[src/rtl/cmp_seq_ctrl_if.sv]
// Comparator request/result bundle.
// Master drives start and operands; slave returns status and result.
interface cmp_seq_ctrl_if #(
  parameter int W = 8
);
  logic         start;
  logic [W-1:0] a;
  logic [W-1:0] b;
  logic         busy;
  logic         done;
  logic [W-1:0] max_out;
  logic         a_gt_b;
  logic         equal;

  modport master (
    output start, a, b,
    input  busy, done, max_out, a_gt_b, equal
  );

  modport slave (
    input  start, a, b,
    output busy, done, max_out, a_gt_b, equal
  );
endinterface

[src/rtl/cmp_seq_ctrl.sv]
// Bit-serial MSB-first magnitude comparator, one bit pair per cycle.
// CMP_EARLY_EXIT_EN: stop at the first differing bit instead of all W.
module cmp_seq_ctrl #(
  parameter int W = 8
) (
  input  logic            clk,
  input  logic            rst,
  cmp_seq_ctrl_if.slave   bus
);

  localparam int IW = (W > 1) ? $clog2(W) : 1;

  typedef enum logic [1:0] {
    IDLE,
    SCAN,
    DONE
  } state_t;

  state_t         state;
  logic [W-1:0]   a_r;
  logic [W-1:0]   b_r;
  logic [IW-1:0]  idx;
  logic [W-1:0]   max_q;
  logic           gt_q;
  logic           eq_q;
  logic           busy_q;
  logic           done_q;
`ifndef CMP_EARLY_EXIT_EN
  logic           found;
`endif

  logic a_bit;
  logic b_bit;
  logic diff;

  assign a_bit = a_r[idx];
  assign b_bit = b_r[idx];
  assign diff  = a_bit ^ b_bit;

  assign bus.busy    = busy_q;
  assign bus.done    = done_q;
  assign bus.max_out = max_q;
  assign bus.a_gt_b  = gt_q;
  assign bus.equal   = eq_q;

  // Control FSM with registered status and result outputs.
  always_ff @(posedge clk) begin
    if (rst) begin
      state  <= IDLE;
      a_r    <= '0;
      b_r    <= '0;
      idx    <= IW'(W - 1);
      max_q  <= '0;
      gt_q   <= 1'b0;
      eq_q   <= 1'b0;
      busy_q <= 1'b0;
      done_q <= 1'b0;
`ifndef CMP_EARLY_EXIT_EN
      found  <= 1'b0;
`endif
    end else begin
      unique case (state)
        IDLE: begin
          if (bus.start) begin
            a_r    <= bus.a;
            b_r    <= bus.b;
            idx    <= IW'(W - 1);
            gt_q   <= 1'b0;
            eq_q   <= 1'b0;
            busy_q <= 1'b1;
`ifndef CMP_EARLY_EXIT_EN
            found  <= 1'b0;
`endif
            state  <= SCAN;
          end
        end
        SCAN: begin
`ifdef CMP_EARLY_EXIT_EN
          if (diff) begin
            gt_q   <= a_bit;
            max_q  <= a_bit ? a_r : b_r;
            done_q <= 1'b1;
            state  <= DONE;
          end else if (idx == '0) begin
            eq_q   <= 1'b1;
            gt_q   <= 1'b0;
            max_q  <= a_r;
            done_q <= 1'b1;
            state  <= DONE;
          end else begin
            idx <= idx - 1'b1;
          end
`else
          if (diff && !found) begin
            gt_q  <= a_bit;
            max_q <= a_bit ? a_r : b_r;
            found <= 1'b1;
          end
          if (idx == '0) begin
            if (!found && !diff) begin
              eq_q  <= 1'b1;
              gt_q  <= 1'b0;
              max_q <= a_r;
            end
            done_q <= 1'b1;
            state  <= DONE;
          end else begin
            idx <= idx - 1'b1;
          end
`endif
        end
        DONE: begin
          done_q <= 1'b0;
          busy_q <= 1'b0;
          state  <= IDLE;
        end
        default: begin
          state <= IDLE;
        end
      endcase
    end
  end

endmodule

[src/flat_wrapper.sv]
// flat-port wrapper written by rule: the top's interface ports become plain ports
module cmp_seq_ctrl_flat 
#(
  parameter int W = 8
)
  (clk, rst, bus_start, bus_a, bus_b, bus_busy, bus_done, bus_max_out, bus_a_gt_b, bus_equal);
  cmp_seq_ctrl_if #(.W(W)) bus_i ();
  input  logic clk;
  input  logic rst;
  input wire logic [$bits(bus_i.start)-1:0] bus_start;
  input wire logic [$bits(bus_i.a)-1:0] bus_a;
  input wire logic [$bits(bus_i.b)-1:0] bus_b;
  output wire logic [$bits(bus_i.busy)-1:0] bus_busy;
  output wire logic [$bits(bus_i.done)-1:0] bus_done;
  output wire logic [$bits(bus_i.max_out)-1:0] bus_max_out;
  output wire logic [$bits(bus_i.a_gt_b)-1:0] bus_a_gt_b;
  output wire logic [$bits(bus_i.equal)-1:0] bus_equal;
  assign bus_i.start = bus_start;
  assign bus_i.a = bus_a;
  assign bus_i.b = bus_b;
  assign bus_busy = bus_i.busy;
  assign bus_done = bus_i.done;
  assign bus_max_out = bus_i.max_out;
  assign bus_a_gt_b = bus_i.a_gt_b;
  assign bus_equal = bus_i.equal;
  cmp_seq_ctrl #(.W(W)) u_core (.clk(clk), .rst(rst), .bus(bus_i));
endmodule
[config.mk]
export PLATFORM = sky130hd
export DESIGN_NAME = cmp_seq_ctrl_flat
export DESIGN_NICKNAME = d
export VERILOG_FILES = /design/src/rtl/cmp_seq_ctrl_if.sv /design/src/rtl/cmp_seq_ctrl.sv /design/src/flat_wrapper.sv
export SDC_FILE = /design/constraint.sdc
export NUM_CORES = 1
export LEC_CHECK = 0
export ABC_AREA = 1
export ABC_CLOCK_PERIOD_IN_PS = 2160
export CAP_MARGIN = 20
export CORE_AREA = 4 4 52 90
export DETAILED_ROUTE_END_ITERATION = 16
export DIE_AREA = 0 0 56 94
export GPL_TIMING_DRIVEN = 1
export PLACE_DENSITY = 0.73
export RECOVER_POWER = 25
export SLEW_MARGIN = 15
export SYNTH_ARGS = -nofsm -noshare
export SYNTH_HDL_FRONTEND = slang
export SYNTH_SLANG_ARGS = --single-unit
[constraint.sdc]
create_clock -name clk -period 2.16 [get_ports clk]
set_input_delay 0.432 -clock clk [delete_from_list [all_inputs] [get_ports clk]]
set_output_delay 0.432 -clock clk [all_outputs]
set_load 0.03 [all_outputs]
==> flow_summary_export.csv <==
group,metric,value,unit
outcome,run_status,"completed",
cts,sinks_on_clock_net,34,
place,hpwl,3300,um
setup_path,cp-endpoint,"u_core.bus.max_out[2]$_SDFFE_PP0P_",
power,combinational_group_share_of_total_power,24.1,%
setup_path,crit_required,2.34,ns
route,routed_wire_length_per_instance,12.0,um
yosys,avgSynthCellArea,7.11,sq um
timing,timing.final.crit_period,1.90,ns
cts,cts-hold-fix-buffers,0,
timing,slew_viol_final,0,
floorplanning,floorplan.die.height,94,um
cts,cts.root.buffer_cell,"sky130_fd_sc_hd__clkbuf_8",
power,power.density_cell_area,660,mW/mm^2
power,sequentialPowerShare,45.1,%
cts,cts.reportedPaths.clkPinSlew,0.07,ns
layout,multi_input_area,0.00108,sq mm
power,p_int,1070,uW
timing,whs,0.472,ns
cts,cts_buffers,5,
setup_path,rr_endpoint,"u_core.bus.max_out[2]$_SDFFE_PP0P_",
floorplanning,placement_rows,31,
layout,sequential_cell_area,681,sq um
yosys,syn-num-nets,292,
timing,fin_setup_tns,0,ns
hold_path,timing.hold.worst.class,"reg -> reg",
timing,worst_slew_pin_slew,0.758,ns
route,ant_nets,0,
global_route,groute.usage.overall,17.3,%
layout,num_antenna_cells,0,
layout,final_layout_size_suffix_gt1_share,14.9,%
timing,setup_viol,0,
setup_path,rrSetupSlack,0.26,ns
layout,mostFrequentLayoutCell,"sky130_fd_sc_hd__nand2_1",
cts,cts_max_path_buffers,2,
timing,timing.final.hold_violations,0,
setup_path,kind_of_critical_path,"reg -> reg",
timing,worst_slew_margin_rel,49.4,%
layout,flow.area_growth_from_synthesis,22.2,%
route,violation_count_after_the_first_detailed_routing_iteration,31,
power,power_switching,487,uW
place,post_dp_cell_area,0.00226,sq mm
yosys,synthesis.yosys.warnings,0,
timing,maxClockFrequency,0.526,GHz
setup_path,worst-r2r-cell-count,11,
global_route,grt_overflow,0,
yosys,syn-instance-count,271,
setup_path,rr_startpoint,"u_core.idx[0]$_SDFFE_PP1P_",
global_route,largest_net_degree_at_the_start_of_global_routing,33,
yosys,syn_area,0.00193,sq mm
global_route,antenna_found_initial,0,
setup_path,critPathMaxFanout,18,
power,pwr-share-clk,30.8,%
floorplanning,die_w,56,um
power,cellLeakagePower,0.00107,uW
route,via_per_inst,5.05,
cts,clkLatencyLatePin,0.29,ns
yosys,synthDistinctLibCells,23,
job,cap_violations,0,
layout,finalNetCount,323,
power,vdd.ir_drop.worst,0.577,mV
layout,n_fill_cell,395,
cts,cts.repair_timing.setup_buffer_count,0,
cts,cts.htree.levels,2,
route,routed_wl,4220,um
yosys,ys_seq_area_share,35.3,%
global_route,first_global_vias,1681,
cts,post_cts.resized_instances,0,
setup_path,worst_setup_path_startpoint,"u_core.idx[0]$_SDFFE_PP1P_",
cts,tritoncts,"done",
setup_path,timing.critical_path.from_type,"register",
timing,period_share,88.0,%
setup_path,critical_path_arrival,2.08,ns
layout,layout_common_cells,"sky130_fd_sc_hd__nand2_1 (72), sky130_fd_sc_hd__dfxtp_1 (34), sky130_fd_sc_hd__nor2_1 (30)",
place,port_buffers,30,
floorplanning,ios,31,
setup_path,category_of_the_worst_setup_path_capture_point,"register",
route,drc,0,
layout,layout.cell_area.non_filler,0.00235,sq mm
floorplanning,initial_core_util,47.7,%
global_route,first_pass_grt_wire_length,7260,um
floorplanning,design.die.area,0.00526,sq mm
timing,rsz0062_at_grt,"false",
timing,finClkSkew,0.00692,ns
power,power_switching_share,31.3,%
place,globalplace.congestion,0.801,
yosys,synth.ff_latch_count,34,
route,route.vias.total,1779,
floorplanning,floorplan.core_area,0.00403,sq mm
route,detail_route.first_pass.iterations,4,
sequential cells by signal, indices dropped and copies added (netlist names):
register and cells:
u_core.bus.max_out 8, u_core.a_r 8, u_core.bus.done 1, u_core.bus.busy 1, u_core.bus.equal 1, u_core.bus.a_gt_b 1
u_core.b_r 8, u_core.state 2, u_core.found 1, u_core.idx 3
worst max-delay path, stage by stage, from the launching register on:
cell                      delay, ns
sky130_fd_sc_hd__dfxtp_1       0.57
sky130_fd_sc_hd__inv_6         0.10
sky130_fd_sc_hd__nand2_2       0.09
sky130_fd_sc_hd__nand3_2       0.09
sky130_fd_sc_hd__nand3_4       0.17
sky130_fd_sc_hd__nand2_8       0.10
sky130_fd_sc_hd__nand2_8       0.10
sky130_fd_sc_hd__nand3_4       0.22
sky130_fd_sc_hd__nor2_1        0.17
sky130_fd_sc_hd__nor2_1        0.05
sky130_fd_sc_hd__nand2_1       0.08
sky130_fd_sc_hd__a21oi_2       0.05
synthesized netlist by cell type (all sizes together):
| master | n | area, sq um |
|---|---|---|
| a21oi | 27 | 165 |
| buf | 2 | 26.3 |
| clkbuf | 8 | 30.0 |
| dfxtp | 34 | 681 |
| ha | 2 | 25.0 |
| inv | 28 | 110 |
| nand2 | 79 | 352 |
| nand3 | 40 | 298 |
| nor2 | 30 | 113 |
| o2111ai | 1 | 15.0 |
| o21ai | 18 | 93.8 |
| o221ai | 1 | 8.76 |
| o32ai | 1 | 8.76 |
final cells by class:
class	count	area share (%)
Multi-Input combinational cell	199	45.9
Sequential cell	34	28.9
Timing Repair Buffer	34	14.0
Inverter	28	4.68
Clock buffer	7	3.67
Tap cell	49	2.61
Clock inverter	1	0.213
power by group through the flow:
stage          clock [uW]  sequential [uW]  combinational [uW]
2_1_floorplan           0              718                 263
3_3_place_gp            0              713                 371
3_5_place_dp            0              713                 377
4_1_cts               494              699                 378
5_1_grt               525              704                 422
6_report              479              700                 374
layer usage:
metal,up-vias,track usage [%],part of all wire [%]
li1,937,-,-
met1,792,17.8,40
met2,37,31.3,51
met3,13,3.44,3.8
met4,0,10.9,4.7
met5,-,0,0
logic make-up after synthesis:
family	after synthesis	share of synthesized area [%]
compound gates	48	15.1
fa+ha+maj	2	1.30
buf+inv	38	8.64
flops	34	35.3
simple gates	149	39.6
worst min-delay path by stage:
stage,from,end,slack (ns),cells after the start
CTS,u_core.bus.done$_SDFFE_PP0P_,u_core.bus.done$_SDFFE_PP0P_,0.47,2
detailed placement,u_core.bus.done$_SDFFE_PP0P_,u_core.bus.done$_SDFFE_PP0P_,0.46,2
global route,u_core.bus.done$_SDFFE_PP0P_,u_core.bus.done$_SDFFE_PP0P_,0.49,2
floorplan,u_core.b_r[7]$_SDFFE_PP0P_,u_core.b_r[7]$_SDFFE_PP0P_,0.44,2
finish,u_core.bus.done$_SDFFE_PP0P_,u_core.bus.done$_SDFFE_PP0P_,0.47,2
global placement,u_core.bus.done$_SDFFE_PP0P_,u_core.bus.done$_SDFFE_PP0P_,0.46,2
per-stage QoR:
| step | instances | power (uW) | setup slack, ns | utilization (%) |
|---|---|---|---|---|
| 2_1_floorplan | 271 | 981 | 0.610 | - |
| 3_3_place_gp | 344 | 1080 | 0.193 | 56.0 |
| 3_5_place_dp | 344 | 1090 | 0.208 | 56.0 |
| 4_1_cts | 352 | 1570 | 0.264 | 58.3 |
| 5_1_grt | 352 | 1650 | 0.0999 | 58.3 |
| 6_report | 352 | 1550 | 0.259 | 58.3 |
No activity file was read; power rests on OpenSTA's default activity.
